### config.mk
export PLATFORM = sky130hd
export DESIGN_NAME = cache_control
export DESIGN_NICKNAME = d
export VERILOG_FILES = /design/src/rtl/cache_control.sv
export SDC_FILE = /design/constraint.sdc
export NUM_CORES = 1
export LEC_CHECK = 0
export BUFFER_PORTS_ARGS = -buffer_cell sky130_fd_sc_hd__buf_4
export CORE_UTILIZATION = 47
export DETAILED_ROUTE_END_ITERATION = 10
export GPL_TIMING_DRIVEN = 0
export PLACE_DENSITY = 0.83
export REMOVE_ABC_BUFFERS = 1
export SKIP_LAST_GASP = 1
export SLEW_MARGIN = 20
export SYNTH_ARGS = -nofsm -noshare
export SYNTH_HDL_FRONTEND = slang
export SYNTH_SLANG_ARGS = --single-unit
### constraint.sdc
create_clock -name clk -period 1.7 [get_ports clk]
set_input_delay 0.255 -clock clk [delete_from_list [all_inputs] [get_ports clk]]
set_output_delay 0.255 -clock clk [all_outputs]
set_load 0.05 [all_outputs]
### src/rtl/cache_control.sv
// Control FSM for the 2-way set-associative L1 cache datapath.
// The package carries the datapath mux-select encodings and the FSM state
// type, so the datapath and any bench can share them.
package pkg_cache;

  typedef enum logic { W_HIT   = 1'b0, W_LRU   = 1'b1 } waymux_t;
  typedef enum logic { D_CPU   = 1'b0, D_LLC   = 1'b1 } datamux_t;
  typedef enum logic { M_CACHE = 1'b0, M_LLC   = 1'b1 } merdmux_t;
  typedef enum logic { P_CPU   = 1'b0, P_CACHE = 1'b1 } pmadmux_t;

  typedef enum logic [1:0] {
    IDLE      = 2'd0,
    CHECK     = 2'd1,
    WRITEBACK = 2'd2,
    ALLOCATE  = 2'd3
  } state_t;

endpackage

// Handshakes: mem_read/mem_write are held by the CPU until the one-cycle
// mem_resp pulse; pmem_read/pmem_write are held by this block until the
// one-cycle pmem_resp pulse from the LLC. A pmem_resp seen outside
// WRITEBACK/ALLOCATE is ignored.
module cache_control
  import pkg_cache::*;
#(
  parameter int CNT_WIDTH = 32
) (
  input  logic                 clk,
  input  logic                 rst,
  input  logic                 mem_read,
  input  logic                 mem_write,
  output logic                 mem_resp,
  output logic                 pmem_read,
  output logic                 pmem_write,
  input  logic                 pmem_resp,
  input  logic                 hit,
  input  logic                 lru_dirty,
  output waymux_t              waymux_sel,
  output datamux_t             datamux_sel,
  output merdmux_t             merdmux_sel,
  output pmadmux_t             pmadmux_sel,
  output logic                 load_data,
  output logic                 load_tag,
  output logic                 set_valid,
  output logic                 set_dirty,
  output logic                 clr_dirty,
  output logic                 load_lru,
  output logic [CNT_WIDTH-1:0] hit_count,
  output logic [CNT_WIDTH-1:0] miss_count,
  output state_t               state_dbg
);

  state_t state_q, state_d;

  // Set when a write miss has just been filled; the follow-up CHECK then
  // merges the CPU data without being counted as a second hit or miss.
  logic refill_q;
  logic refill_set, refill_clr;
  logic hit_inc, miss_inc;

  assign state_dbg = state_q;

  // State, refill flag and performance counters.
  always_ff @(posedge clk) begin
    if (rst) begin
      state_q    <= IDLE;
      refill_q   <= 1'b0;
      hit_count  <= '0;
      miss_count <= '0;
    end else begin
      state_q <= state_d;
      if (refill_set) begin
        refill_q <= 1'b1;
      end else if (refill_clr) begin
        refill_q <= 1'b0;
      end
      if (hit_inc) begin
        hit_count <= hit_count + CNT_WIDTH'(1);
      end
      if (miss_inc) begin
        miss_count <= miss_count + CNT_WIDTH'(1);
      end
    end
  end

  // Next state and all datapath controls. Everything is held at its idle
  // default while rst is high so a pending pmem request drops at once.
  always_comb begin
    state_d     = state_q;
    mem_resp    = 1'b0;
    pmem_read   = 1'b0;
    pmem_write  = 1'b0;
    load_data   = 1'b0;
    load_tag    = 1'b0;
    set_valid   = 1'b0;
    set_dirty   = 1'b0;
    clr_dirty   = 1'b0;
    load_lru    = 1'b0;
    waymux_sel  = W_HIT;
    datamux_sel = D_CPU;
    merdmux_sel = M_CACHE;
    pmadmux_sel = P_CPU;
    hit_inc     = 1'b0;
    miss_inc    = 1'b0;
    refill_set  = 1'b0;
    refill_clr  = 1'b0;

    if (!rst) begin
      case (state_q)
        IDLE: begin
          if (mem_read || mem_write) begin
            state_d = CHECK;
          end
        end

        CHECK: begin
          if (hit) begin
            mem_resp   = 1'b1;
            load_lru   = 1'b1;
            refill_clr = 1'b1;
            hit_inc    = !refill_q;
            // A simultaneous read+write is handled as a write.
            if (mem_write) begin
              load_data = 1'b1;
              set_dirty = 1'b1;
            end
            state_d = IDLE;
          end else begin
            miss_inc = !refill_q;
            state_d  = lru_dirty ? WRITEBACK : ALLOCATE;
          end
        end

        WRITEBACK: begin
          pmem_write  = 1'b1;
          waymux_sel  = W_LRU;
          pmadmux_sel = P_CACHE;
          if (pmem_resp) begin
            clr_dirty = 1'b1;
            state_d   = ALLOCATE;
          end
        end

        ALLOCATE: begin
          pmem_read   = 1'b1;
          waymux_sel  = W_LRU;
          pmadmux_sel = P_CPU;
          if (pmem_resp) begin
            load_data   = 1'b1;
            load_tag    = 1'b1;
            set_valid   = 1'b1;
            clr_dirty   = 1'b1;
            datamux_sel = D_LLC;
            if (mem_write) begin
              // Revisit CHECK so the write merges into the fresh line.
              refill_set = 1'b1;
              state_d    = CHECK;
            end else begin
              // Read data is forwarded straight from the LLC.
              mem_resp    = 1'b1;
              merdmux_sel = M_LLC;
              load_lru    = 1'b1;
              state_d     = IDLE;
            end
          end
        end

        default: begin
          state_d = IDLE;
        end
      endcase
    end
  end

endmodule
==> out/metrics.csv, run 1 <==
metric;value;unit
Worst Tran Pin Value;490;ps
routed vias/inst;5.68;
maximum clock frequency;560;MHz
highest net fanout along the worst path;4;
Post-Syn Instances;385;
via count;3248;
Die Area;7210;sq um
fill count;437;
First-pass DRT Iterations;7;
share of layout cells above drive strength 1;41.8;%
top_reg_cell synth;dfxtp_1;
Power Total;0.00339;W
global router's overall resource usage;24.6;%
cell taking the most area after synthesis;dfxtp_1;
clk slew on worst S/H paths;80;ps
FF/Latch Area;1380;sq um
Max-Cap Viols;0;
footprint of the multi-input gates;2040;sq um
critical path data required time;1440;ps
WHS;264;ps
Fin. Hold Viols;0;
largest net degree at the start of global routing;78;
violated checks;DRC, setup timing;
diodes inserted;0;
power density over the cells;714;nW/um^2
Final period util;105;%
Slew headroom;67.3;%
setup_tns;-675;ps
Num CTS Buffers;9;
hpwl dp;4900;um
Seq/Total Area, Yosys;41.5;%
initial antenna violation count;0;
DRC;4;
Core Box Area;6490;sq um
Row Count;29;
P_leak;1.97;nW
synthesized area;3230;sq um
Final WS setup;-86.0;ps
minimum clock period;1790;ps
Worst EP arrival;1530;ps
Post-synth EDFFs;0;
WL/cell;16.6;um
CP endpoint kind;primary output;
clk_lat worst skew;340;ps
Netlist cell types;45;
Synth warnings;0;
H-tree depth;3;
GPL Wtd Cong;0.800;
P&R area growth vs syn;47.1;%
VDD IR max;452;uV
Clock Skew;10.7;ps
Hold Buf Count CTS;0;
number of global-route vias before repair;3046;
first-pass GRT wire length;14200;um
Initial Util;49.7;%
clock root cell;clkbuf_8;
post-layout util;73.2;%
final count of pins violating max slew;0;
#FFs+latches synth;67;
Final #Nets;499;
startpoint types;flip-flop;
total wire length;9490;um
port buffer count;85;
status;complete, but fails checks;
asr flop ratio synth;0;%
Die X;84.9;um
unrepaired setup endpoints after global routing;yes;
Min-Delay Path Class;input pin to flip-flop;
Num Clock Sinks;67;
syn avg cell area;8.39;sq um
top cell type's share of synthesized area;41.5;%
final setup vio count;18;
CTS tree;yes;
Die Height;84.9;um
Post-DRT Antenna Nets;0;
GRT overflow;0;
synth top area cells;dfxtp_1 (42%), xnor2_1 (8.7%), nor2_1 (8.0%), xor2_1 (6.2%), nand4_1 (3.7%);
CTS Buffer Depth;2;
IO Pins;86;
critical path class;flip-flop to primary output;
1st-iter DRT viols;193;
-- registers in the layout, indices dropped and copies added (netlist names), named ones only --
register and cells:
hit_count 32, miss_count 32, refill_q 1, state_dbg 1
-- layer usage --
| metal | up-vias | track usage [%] | wire [um] |
|---|---|---|---|
| met5 | - | 0 | 0 |
| met2 | 126 | 44.6 | 4990 |
| met1 | 1588 | 28.1 | 3850 |
| met3 | 17 | 6.52 | 476 |
| met4 | 0 | 7.86 | 174 |
| li1 | 1517 | - | - |
-- cells in the mapped netlist, types with 2 or more instances --
cell type,instances
nand3_1,18
nand2_1,25
nor3b_1,3
xor2_1,23
and4_1,6
a21oi_1,8
o21ai_0,4
and2_1,4
dfxtp_1,67
nand4_1,19
nor2b_1,7
or2_2,2
nor4_1,10
nand4b_1,3
inv_1,12
clkbuf_1,16
nor3_1,15
a22oi_1,2
nor2_1,69
ha_1,2
xnor2_1,32
or3_1,5
and3_1,8
buf_4,4
-- layout by cell type (no fill, tap or decap), drive strengths merged, types with 5 or more instances in the layout --
master / synthesis / final
xnor2: 32 / 32
or3: 5 / 5
and2: 5 / 5
buf: 6 / 115
and3: 8 / 8
inv: 12 / 12
a21oi: 8 / 8
nand4: 19 / 20
dfxtp: 67 / 67
nand3: 18 / 18
nor2: 70 / 70
nand2: 26 / 26
and4: 6 / 6
nor3: 16 / 16
clkbuf: 16 / 12
nor2b: 7 / 7
nor4: 11 / 11
xor2: 23 / 23
-- cell type report --
cell class	count	share of cell area, %
multi-input combinational	285	42.9
clock inverter	4	1.53
tap	77	2.03
timing repair buffer	115	20.2
inverter	12	1.00
sequential	67	29.1
clock buffer	12	3.26
-- path summary, 6_finish.rpt --
check,cells past startpoint,endpoint,from,slack [ps]
worst max register to register,7,miss_count[6]$_SDFFE_PP0P_,flip-flop,-80
worst min register to register,2,hit_count[1]$_SDFFE_PP0P_,hit_count[1]$_SDFFE_PP0P_,480
worst max-delay path,5,load_data,flip-flop,-90
worst min-delay path,3,refill_q$_SDFFE_PP0P_,mem_write,260
-- cell families (layout without fill, tap and decap cells) --
kind of cell | Yosys count | count (layout) | synth area share [%]
DFF | 67 | 67 | 41.5
adders and majority gates | 2 | 2 | 0.774
and+or+nand+nor | 207 | 208 | 34.1
muxes | 2 | 2 | 0.658
buffers and inverters | 34 | 143 | 4.69
xor gates and xnor gates | 55 | 55 | 14.9
AOI/OAI and AO/OA | 18 | 18 | 3.33
-- critical path, cell delays in order (launching register included) --
cell     delay, ps
dfxtp_4        370
buf_6          130
nor2b_4        150
and4b_1        260
or2_4          140
buf_8          140
-- power by group --
part	total, W	switching [W]	internal [W]
clock	0.00153	0.000625	0.000905
combinational	0.000263	0.000162	0.000101
sequential	0.00160	0.0000214	0.00158
total	0.00339	0.000808	0.00258
-- repair_timing --
item / CTS / global route
setup buffers: 22 / 8
pin swaps: 9 / 9
setup endpoints to repair: 69 / 50
gates resized for setup: 47 / 68
gates cloned: 1 / 0
-- metrics by stage --
step                cells  area (sq um)  setup slack [ps]
finish                572          4750             -86.0
global route          572          4750              -127
CTS                   564          4450             -87.7
detailed placement    525          3860              -634
global placement      525          3860              -601
floorplan             363          3120             -2270
Power figures use the tool's default switching activity.
==> run 2: changes to the inputs <==
Settings changed: CORE_ASPECT_RATIO from default to 0.8, GPL_TIMING_DRIVEN 0 to default, REMOVE_ABC_BUFFERS 1 to default.
==> out/metrics.csv, run 2 (same netlist as run 1, synthesis figures left out) <==
metric;value;unit
family with the most delay on the worst path;simple AND/OR/NAND/NOR gates;
switch share;24.0;%
critical path class;flip-flop to primary output;
M1 WL;3860;um
Placed Cells;555;
Die Height;76.2;um
footprint of the multi-input gates;2040;sq um
Worst EP arrival;1590;ps
Top Registers;hit_count (32), miss_count (32);
final count of pins violating max slew;0;
H-tree depth;3;
most common cell after layout, fill and taps aside;buf_4;
highest net fanout along the worst path;4;
fill count;455;
final setup vio count;16;
diodes inserted;0;
Cell Chain, Critical Path;buf_6 > nor2b_4 > and2_4 > nand2_4 > clkinvlp_4 > or2_4 > buf_8;
Num CTS Buffers;9;
first-pass GRT wire length;14000;um
Clock Skew;8.25;ps
status;complete, but fails checks;
DRC;0;
Initial Util;49.7;%
largest net degree at the start of global routing;33;
Min-Delay Path Class;input pin to flip-flop;
highest-count cells in the layout ignoring fill and taps;buf_4 (108), nor2_1 (65), xnor2_1 (32), dfxtp_4 (27), dfxtp_2 (27);
Final #Nets;509;
via count;3194;
global router's overall resource usage;24.4;%
CTS Buffer Depth;2;
max layer used;met4;
Buffers & Inverters on Critical Path;3;
CTS tree;yes;
1st-iter DRT viols;146;
First-pass DRT Iterations;5;
WHS;228;ps
clk_lat worst skew;340;ps
maximum clock frequency;543;MHz
number of global-route vias before repair;3059;
violated checks;setup timing;
Die X;94.7;um
clock root cell;clkbuf_8;
port buffer count;85;
P_leak;2.08;nW
CP max stage delay;340;ps
met3 wire len;358;um
Comb pwr share;8.4;%
final std cells w/o fill;589;
post-layout util;75.5;%
unrepaired setup endpoints after global routing;yes;
CP endpoint kind;primary output;
Final period util;108;%
minimum clock period;1840;ps
FF/Latch Area;1480;sq um
hpwl dp;5500;um
Post-DRT Antenna Nets;0;
Reg power frac;48.5;%
Pint;0.00244;W
power density over the cells;654;nW/um^2
routed wl met2;4390;um
GPL Wtd Cong;0.844;
total wire length;8720;um
Worst Tran Pin Value;480;ps
Final WS setup;-143;ps
WL/cell;14.8;um
P&R area growth vs syn;52.0;%
VDD IR max;505;uV
Max-Cap Viols;0;
Slew headroom;67.7;%
startpoint types;flip-flop;
share of layout cells above drive strength 1;48.7;%
IO Pins;86;
Row Count;26;
GRT overflow;0;
routed vias/inst;5.42;
Num Clock Sinks;67;
syn_nets;394;
Core Box Area;6510;sq um
Die Area;7210;sq um
CP max stage cell;dfxtp_4;
Switch Pwr;0.000770;W
clk slew on worst S/H paths;70;ps
initial antenna violation count;0;
clock power share;43.1;%
Fin. Hold Viols;0;
critical path data required time;1440;ps
==> run 2: cell types whose count changed in the layout (fill, tap and decap cells not counted), moves of 3 or more <==
cell	before	now
dfxtp_4	4	27
buf_6	8	14
and4_4	3	0
and4_1	3	6
nor4_4	5	11
buf_12	4	1
buf_4	101	108
dfxtp_2	21	27
dfxtp_1	42	13
nor4_2	6	0
==> run 2: layer usage <==
| layer | up-vias | GRT usage (%) |
|---|---|---|
| met5 | - | 0 |
| met4 | 0 | 10.3 |
| met3 | 12 | 5.99 |
| met2 | 91 | 39.9 |
| met1 | 1550 | 30.2 |
| li1 | 1541 | - |
==> run 2: final cells by class <==
class,instances,area share [%]
Clock buffer,12,3.36
Clock inverter,4,0.943
Inverter,12,0.994
Multi-Input combinational cell,284,41.6
Sequential cell,67,30.1
Tap cell,84,2.14
Timing Repair Buffer,126,20.8
==> run 2: through the flow <==
step	power [W]	TNS, ps	cell area [sq um]	setup slack, ps
floorplan	0.00176	-2090	3520	-266
CTS	0.00325	-917	4660	-171
global route	0.00334	-3460	4910	-208
finish	0.00321	-1030	4910	-143
global placement	0.00182	0	4320	40.3
detailed placement	0.00183	0	4320	0.0964
==> run 2: worst register-to-register path: cells and delay by family (launching register included) <==
family,cells,cell delay [ps]
xor+xnor,1,150
buf+inv,2,290
flops,1,340
simple gates,4,930
==> run 2: power groups by stage <==
stage	clock [W]	sequential (W)	combinational (W)
after floorplan	0	0.00163	0.000136
after global placement	0	0.00159	0.000231
after detailed placement	0	0.00159	0.000234
after CTS	0.00143	0.00156	0.000262
after global routing	0.00149	0.00156	0.000289
final	0.00138	0.00156	0.000271
==> run 2: what timing repair did <==
item                       4_1_cts  5_1_grt
pin swaps                        5       32
hold buffers                     0        0
setup buffers                   11        4
setup endpoints to repair        9       54
gates resized for setup         12       41
cloned                           1        2
==> run 2: worst paths after layout <==
check | startpoint | end | slack, ps | cells past startpoint
worst max register to register | flip-flop | hit_count[12]$_SDFFE_PP0P_ | -120 | 7
worst min-delay path | mem_write | refill_q$_SDFFE_PP0P_ | 230 | 3
worst max-delay path | flip-flop | load_data | -140 | 7
worst min register to register | hit_count[1]$_SDFFE_PP0P_ | hit_count[1]$_SDFFE_PP0P_ | 500 | 2
